### src/rtl/fb_stream_axi_writer_if.sv
// Command, AXIS pixel stream and AXI4 write-channel bundle for fb_stream_axi_writer.
// master = the writer block, slave = its environment (command source, stream source, memory).
interface fb_stream_axi_writer_if #(
  parameter int unsigned ADDR_WIDTH   = 32,
  parameter int unsigned STREAM_WIDTH = 32
);
  logic                        s_avalid;
  logic                        s_aready;
  logic [ADDR_WIDTH-1:0]       s_aaddr;
  logic [ADDR_WIDTH-1:0]       s_abytes;

  logic                        s_axis_tvalid;
  logic                        s_axis_tready;
  logic                        s_axis_tlast;
  logic [STREAM_WIDTH-1:0]     s_axis_tdata;
  logic [STREAM_WIDTH/8-1:0]   s_axis_tstrb;

  logic                        m_axi_awvalid;
  logic                        m_axi_awready;
  logic [ADDR_WIDTH-1:0]       m_axi_awaddr;
  logic [7:0]                  m_axi_awlen;
  logic [2:0]                  m_axi_awsize;
  logic [1:0]                  m_axi_awburst;

  logic                        m_axi_wvalid;
  logic                        m_axi_wready;
  logic                        m_axi_wlast;
  logic [STREAM_WIDTH-1:0]     m_axi_wdata;
  logic [STREAM_WIDTH/8-1:0]   m_axi_wstrb;

  logic                        m_axi_bvalid;
  logic                        m_axi_bready;
  logic [1:0]                  m_axi_bresp;

  modport master (
    input  s_avalid, s_aaddr, s_abytes,
    output s_aready,
    input  s_axis_tvalid, s_axis_tlast, s_axis_tdata, s_axis_tstrb,
    output s_axis_tready,
    output m_axi_awvalid, m_axi_awaddr, m_axi_awlen, m_axi_awsize, m_axi_awburst,
    input  m_axi_awready,
    output m_axi_wvalid, m_axi_wlast, m_axi_wdata, m_axi_wstrb,
    input  m_axi_wready,
    input  m_axi_bvalid, m_axi_bresp,
    output m_axi_bready
  );

  modport slave (
    output s_avalid, s_aaddr, s_abytes,
    input  s_aready,
    output s_axis_tvalid, s_axis_tlast, s_axis_tdata, s_axis_tstrb,
    input  s_axis_tready,
    input  m_axi_awvalid, m_axi_awaddr, m_axi_awlen, m_axi_awsize, m_axi_awburst,
    output m_axi_awready,
    input  m_axi_wvalid, m_axi_wlast, m_axi_wdata, m_axi_wstrb,
    output m_axi_wready,
    output m_axi_bvalid, m_axi_bresp,
    input  m_axi_bready
  );
endinterface

### src/rtl/fb_stream_axi_writer.sv
// Framebuffer commit writer: command + AXIS stream -> AXI4 INCR bursts, one outstanding.
// Optional macro FB_STREAM_AXI_WRITER_RESP_CHECK_EN enables the sticky bresp error flag.
module fb_stream_axi_writer #(
  parameter int unsigned ADDR_WIDTH      = 32,
  parameter int unsigned STREAM_WIDTH    = 32,
  parameter int unsigned MAX_BURST_BEATS = 16
) (
  input  logic                  clk,
  input  logic                  reset,
  fb_stream_axi_writer_if.master bus,
  output logic                  busy,
  output logic                  error
);
  localparam int unsigned BPB = STREAM_WIDTH / 8;
  localparam int unsigned OFF = $clog2(BPB);
  localparam logic [ADDR_WIDTH-1:0] ALIGN_MASK = {ADDR_WIDTH{1'b1}} << OFF;
  localparam logic [12:0] MAX_BEATS = 13'(MAX_BURST_BEATS);

  typedef enum logic [2:0] {
    S_IDLE,
    S_ADDR,
    S_DATA,
    S_RESP,
    S_DRAIN
  } state_e;

  state_e                state_q, state_d;
  logic [ADDR_WIDTH-1:0] addr_q, addr_d;
  logic [ADDR_WIDTH-1:0] rem_q, rem_d;
  logic [8:0]            burst_q, burst_d;
  logic [8:0]            cnt_q, cnt_d;
  logic                  done_q, done_d;

  logic [ADDR_WIDTH-1:0] cmd_beats;
  logic [12:0]           page_beats;
  logic [12:0]           cap_beats;
  logic [8:0]            burst_now;
  logic                  beat_last;

  logic                  aready_c;
  logic                  tready_c;
  logic                  awvalid_c;
  logic                  wvalid_c;
  logic [STREAM_WIDTH-1:0]   wdata_c;
  logic [STREAM_WIDTH/8-1:0] wstrb_c;
  logic                  bready_c;
  logic                  w_fire;

  assign cmd_beats  = ADDR_WIDTH'(({1'b0, bus.s_abytes} + (ADDR_WIDTH+1)'(BPB - 1)) >> OFF);

  // Beats left before the next 4 KiB boundary; addr_q is always beat-aligned.
  assign page_beats = (13'd4096 - {1'b0, addr_q[11:0]}) >> OFF;
  assign cap_beats  = (page_beats < MAX_BEATS) ? page_beats : MAX_BEATS;
  assign burst_now  = (rem_q < ADDR_WIDTH'(cap_beats)) ? rem_q[8:0] : cap_beats[8:0];
  assign beat_last  = (cnt_q == burst_q - 9'd1);

  assign bus.s_aready      = aready_c;
  assign bus.s_axis_tready = tready_c;
  assign bus.m_axi_awvalid = awvalid_c;
  assign bus.m_axi_awaddr  = addr_q;
  assign bus.m_axi_awlen   = 8'(burst_now - 9'd1);
  assign bus.m_axi_awsize  = 3'(OFF);
  assign bus.m_axi_awburst = 2'b01;
  assign bus.m_axi_wvalid  = wvalid_c;
  assign bus.m_axi_wdata   = wdata_c;
  assign bus.m_axi_wstrb   = wstrb_c;
  assign bus.m_axi_wlast   = (state_q == S_DATA) && beat_last;
  assign bus.m_axi_bready  = bready_c;
  assign busy              = (state_q != S_IDLE);

  always_comb begin
    state_d   = state_q;
    addr_d    = addr_q;
    rem_d     = rem_q;
    burst_d   = burst_q;
    cnt_d     = cnt_q;
    done_d    = done_q;
    aready_c  = 1'b0;
    tready_c  = 1'b0;
    awvalid_c = 1'b0;
    wvalid_c  = 1'b0;
    wdata_c   = '0;
    wstrb_c   = '0;
    bready_c  = 1'b0;
    w_fire    = 1'b0;

    unique case (state_q)
      S_IDLE: begin
        aready_c = 1'b1;
        if (bus.s_avalid) begin
          addr_d  = bus.s_aaddr & ALIGN_MASK;
          rem_d   = cmd_beats;
          done_d  = 1'b0;
          state_d = S_ADDR;
        end
      end

      // A zero-length command passes through here once so busy is seen for a cycle.
      S_ADDR: begin
        if (rem_q == '0) begin
          state_d = S_IDLE;
        end else begin
          awvalid_c = 1'b1;
          if (bus.m_axi_awready) begin
            burst_d = burst_now;
            cnt_d   = '0;
            state_d = S_DATA;
          end
        end
      end

      S_DATA: begin
        if (done_q) begin
          wvalid_c = 1'b1;
        end else begin
          wvalid_c = bus.s_axis_tvalid;
          tready_c = bus.m_axi_wready;
          wdata_c  = bus.s_axis_tdata;
          wstrb_c  = bus.s_axis_tstrb;
        end
        w_fire = wvalid_c && bus.m_axi_wready;
        if (w_fire) begin
          cnt_d = cnt_q + 9'd1;
          if (!done_q && bus.s_axis_tlast) begin
            done_d = 1'b1;
          end
          if (beat_last) begin
            state_d = S_RESP;
          end
        end
      end

      S_RESP: begin
        bready_c = 1'b1;
        if (bus.m_axi_bvalid) begin
          addr_d = addr_q + (ADDR_WIDTH'(burst_q) << OFF);
          rem_d  = rem_q - ADDR_WIDTH'(burst_q);
          if (done_q) begin
            state_d = S_IDLE;
          end else if (rem_d != '0) begin
            state_d = S_ADDR;
          end else begin
            state_d = S_DRAIN;
          end
        end
      end

      S_DRAIN: begin
        tready_c = 1'b1;
        if (bus.s_axis_tvalid && bus.s_axis_tlast) begin
          state_d = S_IDLE;
        end
      end

      default: state_d = S_IDLE;
    endcase
  end

  always_ff @(posedge clk) begin
    if (reset) begin
      state_q <= S_IDLE;
      addr_q  <= '0;
      rem_q   <= '0;
      burst_q <= '0;
      cnt_q   <= '0;
      done_q  <= 1'b0;
    end else begin
      state_q <= state_d;
      addr_q  <= addr_d;
      rem_q   <= rem_d;
      burst_q <= burst_d;
      cnt_q   <= cnt_d;
      done_q  <= done_d;
    end
  end

`ifdef FB_STREAM_AXI_WRITER_RESP_CHECK_EN
  logic error_q;

  always_ff @(posedge clk) begin
    if (reset) begin
      error_q <= 1'b0;
    end else if (bready_c && bus.m_axi_bvalid && (bus.m_axi_bresp != 2'b00)) begin
      error_q <= 1'b1;
    end
  end

  assign error = error_q;
`else
  logic unused_bresp;

  assign unused_bresp = ^bus.m_axi_bresp;
  assign error        = 1'b0;
`endif

endmodule
### src/flat_wrapper.sv
// flat-port wrapper written by rule: the top's interface ports become plain ports
module fb_stream_axi_writer_flat 
#(
  parameter int unsigned ADDR_WIDTH      = 32,
  parameter int unsigned STREAM_WIDTH    = 32,
  parameter int unsigned MAX_BURST_BEATS = 16
)
  (clk, reset, busy, error, bus_s_avalid, bus_s_aaddr, bus_s_abytes, bus_s_aready, bus_s_axis_tvalid, bus_s_axis_tlast, bus_s_axis_tdata, bus_s_axis_tstrb, bus_s_axis_tready, bus_m_axi_awvalid, bus_m_axi_awaddr, bus_m_axi_awlen, bus_m_axi_awsize, bus_m_axi_awburst, bus_m_axi_awready, bus_m_axi_wvalid, bus_m_axi_wlast, bus_m_axi_wdata, bus_m_axi_wstrb, bus_m_axi_wready, bus_m_axi_bvalid, bus_m_axi_bresp, bus_m_axi_bready);
  fb_stream_axi_writer_if #(.ADDR_WIDTH(ADDR_WIDTH), .STREAM_WIDTH(STREAM_WIDTH)) bus_i ();
  input  logic clk;
  input  logic reset;
  output logic busy;
  output logic error;
  input wire logic [$bits(bus_i.s_avalid)-1:0] bus_s_avalid;
  input wire logic [$bits(bus_i.s_aaddr)-1:0] bus_s_aaddr;
  input wire logic [$bits(bus_i.s_abytes)-1:0] bus_s_abytes;
  output wire logic [$bits(bus_i.s_aready)-1:0] bus_s_aready;
  input wire logic [$bits(bus_i.s_axis_tvalid)-1:0] bus_s_axis_tvalid;
  input wire logic [$bits(bus_i.s_axis_tlast)-1:0] bus_s_axis_tlast;
  input wire logic [$bits(bus_i.s_axis_tdata)-1:0] bus_s_axis_tdata;
  input wire logic [$bits(bus_i.s_axis_tstrb)-1:0] bus_s_axis_tstrb;
  output wire logic [$bits(bus_i.s_axis_tready)-1:0] bus_s_axis_tready;
  output wire logic [$bits(bus_i.m_axi_awvalid)-1:0] bus_m_axi_awvalid;
  output wire logic [$bits(bus_i.m_axi_awaddr)-1:0] bus_m_axi_awaddr;
  output wire logic [$bits(bus_i.m_axi_awlen)-1:0] bus_m_axi_awlen;
  output wire logic [$bits(bus_i.m_axi_awsize)-1:0] bus_m_axi_awsize;
  output wire logic [$bits(bus_i.m_axi_awburst)-1:0] bus_m_axi_awburst;
  input wire logic [$bits(bus_i.m_axi_awready)-1:0] bus_m_axi_awready;
  output wire logic [$bits(bus_i.m_axi_wvalid)-1:0] bus_m_axi_wvalid;
  output wire logic [$bits(bus_i.m_axi_wlast)-1:0] bus_m_axi_wlast;
  output wire logic [$bits(bus_i.m_axi_wdata)-1:0] bus_m_axi_wdata;
  output wire logic [$bits(bus_i.m_axi_wstrb)-1:0] bus_m_axi_wstrb;
  input wire logic [$bits(bus_i.m_axi_wready)-1:0] bus_m_axi_wready;
  input wire logic [$bits(bus_i.m_axi_bvalid)-1:0] bus_m_axi_bvalid;
  input wire logic [$bits(bus_i.m_axi_bresp)-1:0] bus_m_axi_bresp;
  output wire logic [$bits(bus_i.m_axi_bready)-1:0] bus_m_axi_bready;
  assign bus_i.s_avalid = bus_s_avalid;
  assign bus_i.s_aaddr = bus_s_aaddr;
  assign bus_i.s_abytes = bus_s_abytes;
  assign bus_s_aready = bus_i.s_aready;
  assign bus_i.s_axis_tvalid = bus_s_axis_tvalid;
  assign bus_i.s_axis_tlast = bus_s_axis_tlast;
  assign bus_i.s_axis_tdata = bus_s_axis_tdata;
  assign bus_i.s_axis_tstrb = bus_s_axis_tstrb;
  assign bus_s_axis_tready = bus_i.s_axis_tready;
  assign bus_m_axi_awvalid = bus_i.m_axi_awvalid;
  assign bus_m_axi_awaddr = bus_i.m_axi_awaddr;
  assign bus_m_axi_awlen = bus_i.m_axi_awlen;
  assign bus_m_axi_awsize = bus_i.m_axi_awsize;
  assign bus_m_axi_awburst = bus_i.m_axi_awburst;
  assign bus_i.m_axi_awready = bus_m_axi_awready;
  assign bus_m_axi_wvalid = bus_i.m_axi_wvalid;
  assign bus_m_axi_wlast = bus_i.m_axi_wlast;
  assign bus_m_axi_wdata = bus_i.m_axi_wdata;
  assign bus_m_axi_wstrb = bus_i.m_axi_wstrb;
  assign bus_i.m_axi_wready = bus_m_axi_wready;
  assign bus_i.m_axi_bvalid = bus_m_axi_bvalid;
  assign bus_i.m_axi_bresp = bus_m_axi_bresp;
  assign bus_m_axi_bready = bus_i.m_axi_bready;
  fb_stream_axi_writer #(.ADDR_WIDTH(ADDR_WIDTH), .STREAM_WIDTH(STREAM_WIDTH), .MAX_BURST_BEATS(MAX_BURST_BEATS)) u_core (.clk(clk), .reset(reset), .bus(bus_i), .busy(busy), .error(error));
endmodule
### config.mk
export PLATFORM = sky130hd
export DESIGN_NAME = fb_stream_axi_writer_flat
export DESIGN_NICKNAME = d
export VERILOG_FILES = /design/src/rtl/fb_stream_axi_writer_if.sv /design/src/rtl/fb_stream_axi_writer.sv /design/src/flat_wrapper.sv
export SDC_FILE = /design/constraint.sdc
export NUM_CORES = 1
export LEC_CHECK = 0
export ABC_AREA = 0
export CORE_UTILIZATION = 50
export DETAILED_ROUTE_END_ITERATION = 8
export PLACE_DENSITY_LB_ADDON = 0.25
export SLEW_MARGIN = 30
export SYNTH_ARGS = -nofsm -noshare
export SYNTH_HDL_FRONTEND = slang
export SYNTH_SLANG_ARGS = --single-unit
### constraint.sdc
create_clock -name clk -period 4.59 [get_ports clk]
set_clock_uncertainty 0.2 [all_clocks]
set_input_delay 0.459 -clock clk [delete_from_list [all_inputs] [get_ports clk]]
set_output_delay 0.459 -clock clk [all_outputs]
set_load 0.03 [all_outputs]
==> results of run 1 <==
-- final cells by class --
class / count / area (µm²) / area share
clock buffer: 9 / 225 / 0.0229
clock inverter: 7 / 98.8 / 0.0100
inverter: 32 / 123 / 0.0124
multi-input combinational: 837 / 5450 / 0.553
sequential: 84 / 1690 / 0.171
tap: 184 / 230 / 0.0234
timing repair buffer: 212 / 2040 / 0.207
-- kinds of logic after synthesis --
| family | after synthesis | share of synthesized area |
|---|---|---|
| muxes | 24 | 0.0333 |
| buffers and inverters | 95 | 0.0559 |
| xor gates and xnor gates | 69 | 0.0813 |
| and+or+nand+nor | 443 | 0.307 |
| adders and majority gates | 34 | 0.0593 |
| other | 2 | 0.00101 |
| AOI/OAI and AO/OA | 253 | 0.236 |
| DFF | 84 | 0.226 |
-- path summary, 6_finish.rpt --
kind / end / start / slack (ns) / depth (start not counted)
setup / recovery: bus_m_axi_awlen[4] / u_core.bus.m_axi_awaddr[3] / 0.11 / 19
hold / removal: u_core.bus.m_axi_awaddr[28] / u_core.bus.m_axi_awaddr[28] / 0.31 / 2
setup reg to reg: u_core.state_q[0] / u_core.burst_q[1] / 0.75 / 10
hold reg to reg: u_core.bus.m_axi_awaddr[28] / u_core.bus.m_axi_awaddr[28] / 0.31 / 2
-- what timing repair did --
action | CTS | global route
hold endpoints to repair | 0 | 0
endpoints found under the setup margin | 4 | 4
pin swaps | 3 | 4
gates resized for setup | 10 | 7
cloned | 0 | 0
setup buffers | 4 | 2
-- critical path, stage by stage (launching register included) --
cell,delay (ns)
dfxtp_4,0.37
inv_4,0.07
ha_4,0.13
nand2_1,0.07
mux2i_2,0.18
nor3_4,0.23
buf_6,0.16
nand2_1,0.08
ha_1,0.28
o21a_1,0.18
o211ai_1,0.24
a41oi_2,0.10
nor3_4,0.30
mux2_4,0.36
ha_4,0.19
nand3b_1,0.11
o21ai_0,0.09
nor2_1,0.14
a21oi_2,0.04
buf_4,0.16
-- sequential cells by signal (all words and copies together) (netlist names) --
signal	cells
u_core.rem_q	32
u_core.burst_q	9
u_core.bus.m_axi_awaddr	30
u_core.done_q	1
u_core.cnt_q	9
u_core.state_q	3
-- per-stage QoR --
step | hold WS, ns | worst slack (ns)
floorplan | 0.261 | -0.0731
global placement | 0.276 | 0.164
detailed placement | 0.287 | 0.0804
CTS | 0.302 | 0.00414
global route | 0.342 | -0.0102
finish | 0.314 | 0.105
-- cell usage in the layout, fill, tap and decap left out, types with 23 or more instances in the layout --
cell type / instances
nor2_1: 107
nor3_1: 32
clkdlybuf4s50_1: 178
buf_4: 32
a21oi_1: 67
ha_1: 30
xnor2_1: 45
nand2_1: 97
dfxtp_1: 82
nand3_1: 44
inv_1: 30
and2_1: 45
xor2_1: 23
o21ai_0: 36
-- layer usage --
layer	up-vias	track usage	part of all wire
met5	-	0	0
met4	0	0.0833	0.019
met3	36	0.0554	0.077
met2	307	0.484	0.46
met1	3848	0.445	0.45
li1	4013	-	-
-- power by group through the flow --
stage	Combinational [mW]	Sequential, mW	Clock (mW)
2_1_floorplan	2.09	1.17	0
3_5_place_dp	3.14	1.11	0
5_1_grt	3.50	1.12	0.849
6_report	3.22	1.10	0.815
3_3_place_gp	3.11	1.10	0
4_1_cts	3.17	1.09	0.819
-- cells in the mapped netlist (11+ instances only) --
cell type	instances	area, µm²
a21oi_1	68	340
a21o_1	16	120
nand4_1	22	138
and2_1	46	288
xnor2_1	46	403
nand2_1	97	364
dfxtp_1	84	1680
mux2i_1	18	180
inv_1	32	120
ha_1	32	400
a31oi_1	14	87.6
nor4_1	16	100
nor3_1	32	160
clkbuf_1	43	161
o21ai_0	38	190
a211oi_1	11	82.6
a221oi_1	19	166
xor2_1	23	201
nand3_1	44	220
nor2_1	108	405
==> summary.md, run 1 <==
| Metric | Value |
|---|---|
| Overall power | 5.14 mW |
| PortBufs | 186 |
| Die extent in x | 124 µm |
| Clock Pin Slew Worst Setup and Hold Paths | about 0.07 ns |
| Hold buffers post-CTS | 0 |
| Power Density | 521 nW/µm² |
| Syn avg cell area | about 7.4 µm² |
| Seq/Total Area, Yosys | 0.226 |
| Die area | roughly 15,000 µm² |
| Critical path capture point type | output port |
| DIE HEIGHT | between 100 and 150 µm |
| Total Routing Usage GR | 0.313 |
| Clock power share | 0.159 |
| Pre-Repair DR Iteration Count | 7 |
| Mapped Area | around 7400 µm² |
| Routed Antenna Nets | 0 |
| Hold Fails Final Rpt | 0 |
| Fin Setup TNS | 0 ns |
| Placed instance area | ~9400 µm² |
| Critical Path Start Type | register |
| Rel. slew slack | 0.472 |
| Internal power | about 2.7 mW |
| Tightest Pin Transition | ~0.79 ns |
| Utilization after layout | 0.678 |
| # fillers | 1,271 |
| Data arrival, critical path | roughly 3.8 ns |
| Worst-skew pair later-pin latency | ~0.35 ns |
| First-pass GRT wire length | approximately 38 mm |
| WL final | about 24 mm |
| Final std cells w/o fill | 1,365 |
| Initial DRC count | about 770 |
| CTS HTree Levels | 3 |
| Vias per inst | about 6 |
| CP required | a little under 4 ns |
| CTS Buffer Depth | 2 |
| Period utilization | 0.977 |
| Post-placement cell count | roughly 1,300 |
| Site row count | between 40 and 50 |
| # DRC | 0 |
| EDFF count, synth | 0 |
| Critical path peak fanout | 5 |
| Final HPWL DP | about 18 mm |
| Diode count | 0 |
| Count of cell types in the netlist | 84 |
| Mapped Cells | between 1,000 and 1,500 |
| Combinational power share | 0.627 |
| Peak VDD IR | between 0.2 and 0.3 mV |
| Routed len/inst | about 18 µm |
| Core area | 14,500 µm² |
| Seq pwr share | 0.214 |
| Ys async rst share | 0 |
| Net Sw Frac | 0.483 |
| Area Growth Syn to Fin | 32.5% |
| GPL Wtd Cong | 0.932 |
| Max_cap viols | 0 |
| Synth warn | 0 |
| Primary FF master, synth | dfxtp_1 |
| #FFs+latches synth | 84 |
| Remaining global-route overflow | 0 |
| Fmax | around 220 MHz |
| Initial core utilization | 0.511 |
| Vias | approximately 8,200 |
| Initial antenna violation count | 0 |
| Vias in the first global route | 7,228 |
| Fin crit period | 4.48 ns |
| Slew Viols, Final | 0 |
| Root Buffer | clkbuf_16 |
| Nets | 1,320 |
| Min-delay worst type | reg2reg |
| CTS Sinks | 84 |
| Status | complete, no violations |
| Io pins | between 150 and 200 |
| Largest net degree at the start of global routing | 54 |
| Share of layout cells above drive strength 1 | 0.0787 |
| CTS tree | yes |
| Design area | roughly 10000 µm² |
| Cts bufs inserted | 9 |
| Final setup fails | 0 |
| Kind of critical path | reg2out |
| NetSw | ~2.5 mW |
| Leak pwr | between 3 and 4 nW |
Note: power is estimated with default switching activity, not from simulation.
==> inputs of run 2 (changes only) <==
--- a/config.mk
+++ b/config.mk
@@ -6,7 +6,7 @@
 export NUM_CORES = 1
 export LEC_CHECK = 0
 export ABC_AREA = 0
-export CORE_UTILIZATION = 50
+export CORE_UTILIZATION = 25
 export DETAILED_ROUTE_END_ITERATION = 8
 export PLACE_DENSITY_LB_ADDON = 0.25
 export SLEW_MARGIN = 30
==> run 2 against run 1 <==
Net effect:
- sequential power about the same
- register-to-register slack lost 0.07 ns
- setup slack better by 0.16 ns
- non-clock buffer count rose by 3
- sequential share of layout area is 0.60 points lower
- final cell count grew 15%
- fmax grew 3.8%
- sequential cell count unchanged
- via count down 2.4%
==> summary.md, run 2 (synthesis results as in run 1) <==
| Metric | Value |
|---|---|
| Max reg flops | 32 |
| Die area | just over 30,000 µm² |
| Share of layout cells above drive strength 1 | 0.0836 |
| Crit-path cells | inv_2 > ha_4 > nand2_2 > mux2i_4 > nor3_4 > buf_6 > nand2_1 > ha_2 > a2111oi_4 > o21ai_1 > nor3_4 > mux2_4 > ha_4 > nand3b_1 > o21ai_0 > nor2_1 > a21oi_2 > buf_12 |
| Setup WS pre-CTS | 0.142 ns |
| Vias | around 8,000 |
| First-pass GRT wire length | 43.2 mm |
| Max_cap viols | 0 |
| Io pins | roughly 200 |
| Fin crit period | approximately 4.3 ns |
| Final setup fails | 0 |
| Setup ws final | roughly 0.27 ns |
| Leak pwr | between 3 and 4 nW |
| Die extent in x | roughly 170 µm |
| Initial core utilization | 0.256 |
| Biggest register | u_core.rem_q |
| Worst-skew pair later-pin latency | around 0.37 ns |
| Most frequent cells in the layout | clkdlybuf4s50_1, nor2_1, nand2_1, dfxtp_1, a21oi_1 |
| Final HPWL DP | 20.6 mm |
| Root Buffer | clkbuf_16 |
| Power Density | a little over 500 nW/µm² |
| Slowest library cell on the worst path | mux2_4 |
| R2R Setup Slk | just under 0.7 ns |
| Diode count | 0 |
| WL final | 27.4 mm |
| Hold depth | 2 |
| Vias per inst | 5.11 |
| Routed len/inst | 17.5 µm |
| Nets | approximately 1,300 |
| DIE HEIGHT | approximately 170 µm |
| Top delay family on crit path | simple AND/OR/NAND/NOR gates |
| Slew Viols, Final | 0 |
| Clock Pin Slew Worst Setup and Hold Paths | around 0.07 ns |
| Critical Path Start Type | register |
| Min-delay worst type | reg2reg |
| Initial DRC count | between 500 and 600 |
| Routed Antenna Nets | 0 |
| Design area | ~10,000 µm² |
| Largest net degree at the start of global routing | 54 |
| # DRC | 0 |
| Critical path capture point type | output port |
| PortBufs | ~190 |
| Final std cells w/o fill | about 1,600 |
| CP required | between 3 and 4 ns |
| Total Routing Usage GR | 0.179 |
| CTS Sinks | 84 |
| Worst Path Buf+Inv | 3 |
| Placed instance area | 9810 µm² |
| Vias in the first global route | ~7,600 |
| Cts bufs inserted | 9 |
| CP max stage delay | around 0.37 ns |
| Hold Fails Final Rpt | 0 |
| Hold Worst Slack | about 0.30 ns |
| Remaining global-route overflow | 0 |
| Peak VDD IR | 0.202 mV |
| Hold Crit Start | u_core.bus.m_axi_awaddr[28] |
| Rel. slew slack | 0.380 |
| CTS HTree Levels | 3 |
| Site row count | 62 |
| RR Endpoint | u_core.state_q[0] |
| Initial antenna violation count | 0 |
| CTS tree | yes |
| CTS Buffer Depth | 2 |
| Kind of critical path | reg2out |
| Critical path peak fanout | 7 |
| GPL Wtd Cong | 0.864 |
| Fmax | 231 MHz |
| RSZ-0062 raised after global routing | no |
| Area Growth Syn to Fin | 37.3% |
| Most common cell after layout, fill and taps aside | clkdlybuf4s50_1 |
| Post-placement cell count | about 1,600 |
| Worst Reg-to-Reg Cells | 10 |
| Tightest Pin Transition | slightly above 0.9 ns |
| Core area | between 20,000 and 30,000 µm² |
| Hold EP | u_core.bus.m_axi_awaddr[28] |
| Pre-Repair DR Iteration Count | 5 |
| Data arrival, critical path | 3.66 ns |
| Status | complete, no violations |
| Period utilization | 0.942 |
| RR Startpoint | u_core.burst_q[3] |
==> run 2: cell types whose count changed in the layout (fill, tap and decap cells not counted), moves of 2 or more <==
cell / before / now
buf_12: 0 / 7
buf_4: 32 / 29
inv_8: 0 / 3
bufinv_16: 2 / 0
nand2_1: 97 / 95
nand2_2: 0 / 2
==> run 2: area by class of cell <==
cell class                 count  area [µm²]
inverter                      32         120
sequential                    84        1690
fill                        3094       18800
timing repair buffer         215        2150
tap                          384         480
multi-input combinational    837        5480
clock buffer                   9         225
clock inverter                 7        66.3
==> run 2: worst max path at each step <==
| stage | slack [ns] | from | cells past startpoint | endpoint |
|---|---|---|---|---|
| 6_report | 0.27 | u_core.bus.m_axi_awaddr[3] | 18 | bus_m_axi_awlen[4] |
| 5_1_grt | 0.03 | u_core.bus.m_axi_awaddr[3] | 19 | bus_m_axi_awlen[6] |
| 3_3_place_gp | 0.21 | u_core.bus.m_axi_awaddr[3] | 17 | bus_m_axi_awlen[4] |
| 3_5_place_dp | 0.14 | u_core.bus.m_axi_awaddr[3] | 18 | bus_m_axi_awlen[4] |
| 4_1_cts | 0.01 | u_core.bus.m_axi_awaddr[3] | 19 | bus_m_axi_awlen[4] |
| 2_1_floorplan | -0.07 | u_core.bus.m_axi_awaddr[3] | 16 | bus_m_axi_awlen[4] |
==> run 2: timing repair <==
| item | CTS | global route |
|---|---|---|
| setup buffers | 1 | 1 |
| endpoints found under the setup margin | 3 | 4 |
| gates cloned | 0 | 0 |
| gates resized for setup | 6 | 13 |
| pin swaps | 1 | 5 |
| hold buffers | 0 | 0 |
| endpoints found under the hold margin | 0 | 0 |
==> run 2: metal layers <==
layer	track usage	wire [µm]	up-vias
met4	0.0559	547	0
li1	-	-	4008
met5	0	0	-
met2	0.278	12400	164
met3	0.0308	1070	33
met1	0.251	13400	3804
==> run 2: tightest hold or removal path, cell delays in order, from the launching register on <==
cell	delay [ns]
dfxtp_1	0.34
nand2_1	0.06
a21oi_1	0.05
==> run 2: stage by stage <==
step / TNS (ns) / utilization / power, mW
3_3_place_gp: 0 / 0.338 / 4.41
2_1_floorplan: -0.0731 / - / 3.26
6_report: 0 / 0.352 / 5.22
3_5_place_dp: 0 / 0.338 / 4.42
5_1_grt: 0 / 0.352 / 5.59
4_1_cts: 0 / 0.349 / 5.20
==> run 2: power by group <==
| group | leakage [nW] | internal (mW) | switching, mW |
|---|---|---|---|
| clock network | 0.138 | 0.382 | 0.370 |
| logic | 2.96 | 1.37 | 2.00 |
| registers | 0.689 | 0.876 | 0.225 |
==> inputs of run 3 (changes only) <==
--- a/config.mk
+++ b/config.mk
@@ -8,6 +8,7 @@
 export ABC_AREA = 0
 export CORE_UTILIZATION = 25
 export DETAILED_ROUTE_END_ITERATION = 8
+export HOLD_SLACK_MARGIN = 0.02
 export PLACE_DENSITY_LB_ADDON = 0.25
 export SLEW_MARGIN = 30
 export SYNTH_ARGS = -nofsm -noshare
==> results of run 3 <==
Same layout as run 2: the final DEF is identical, and so are final timing and power.
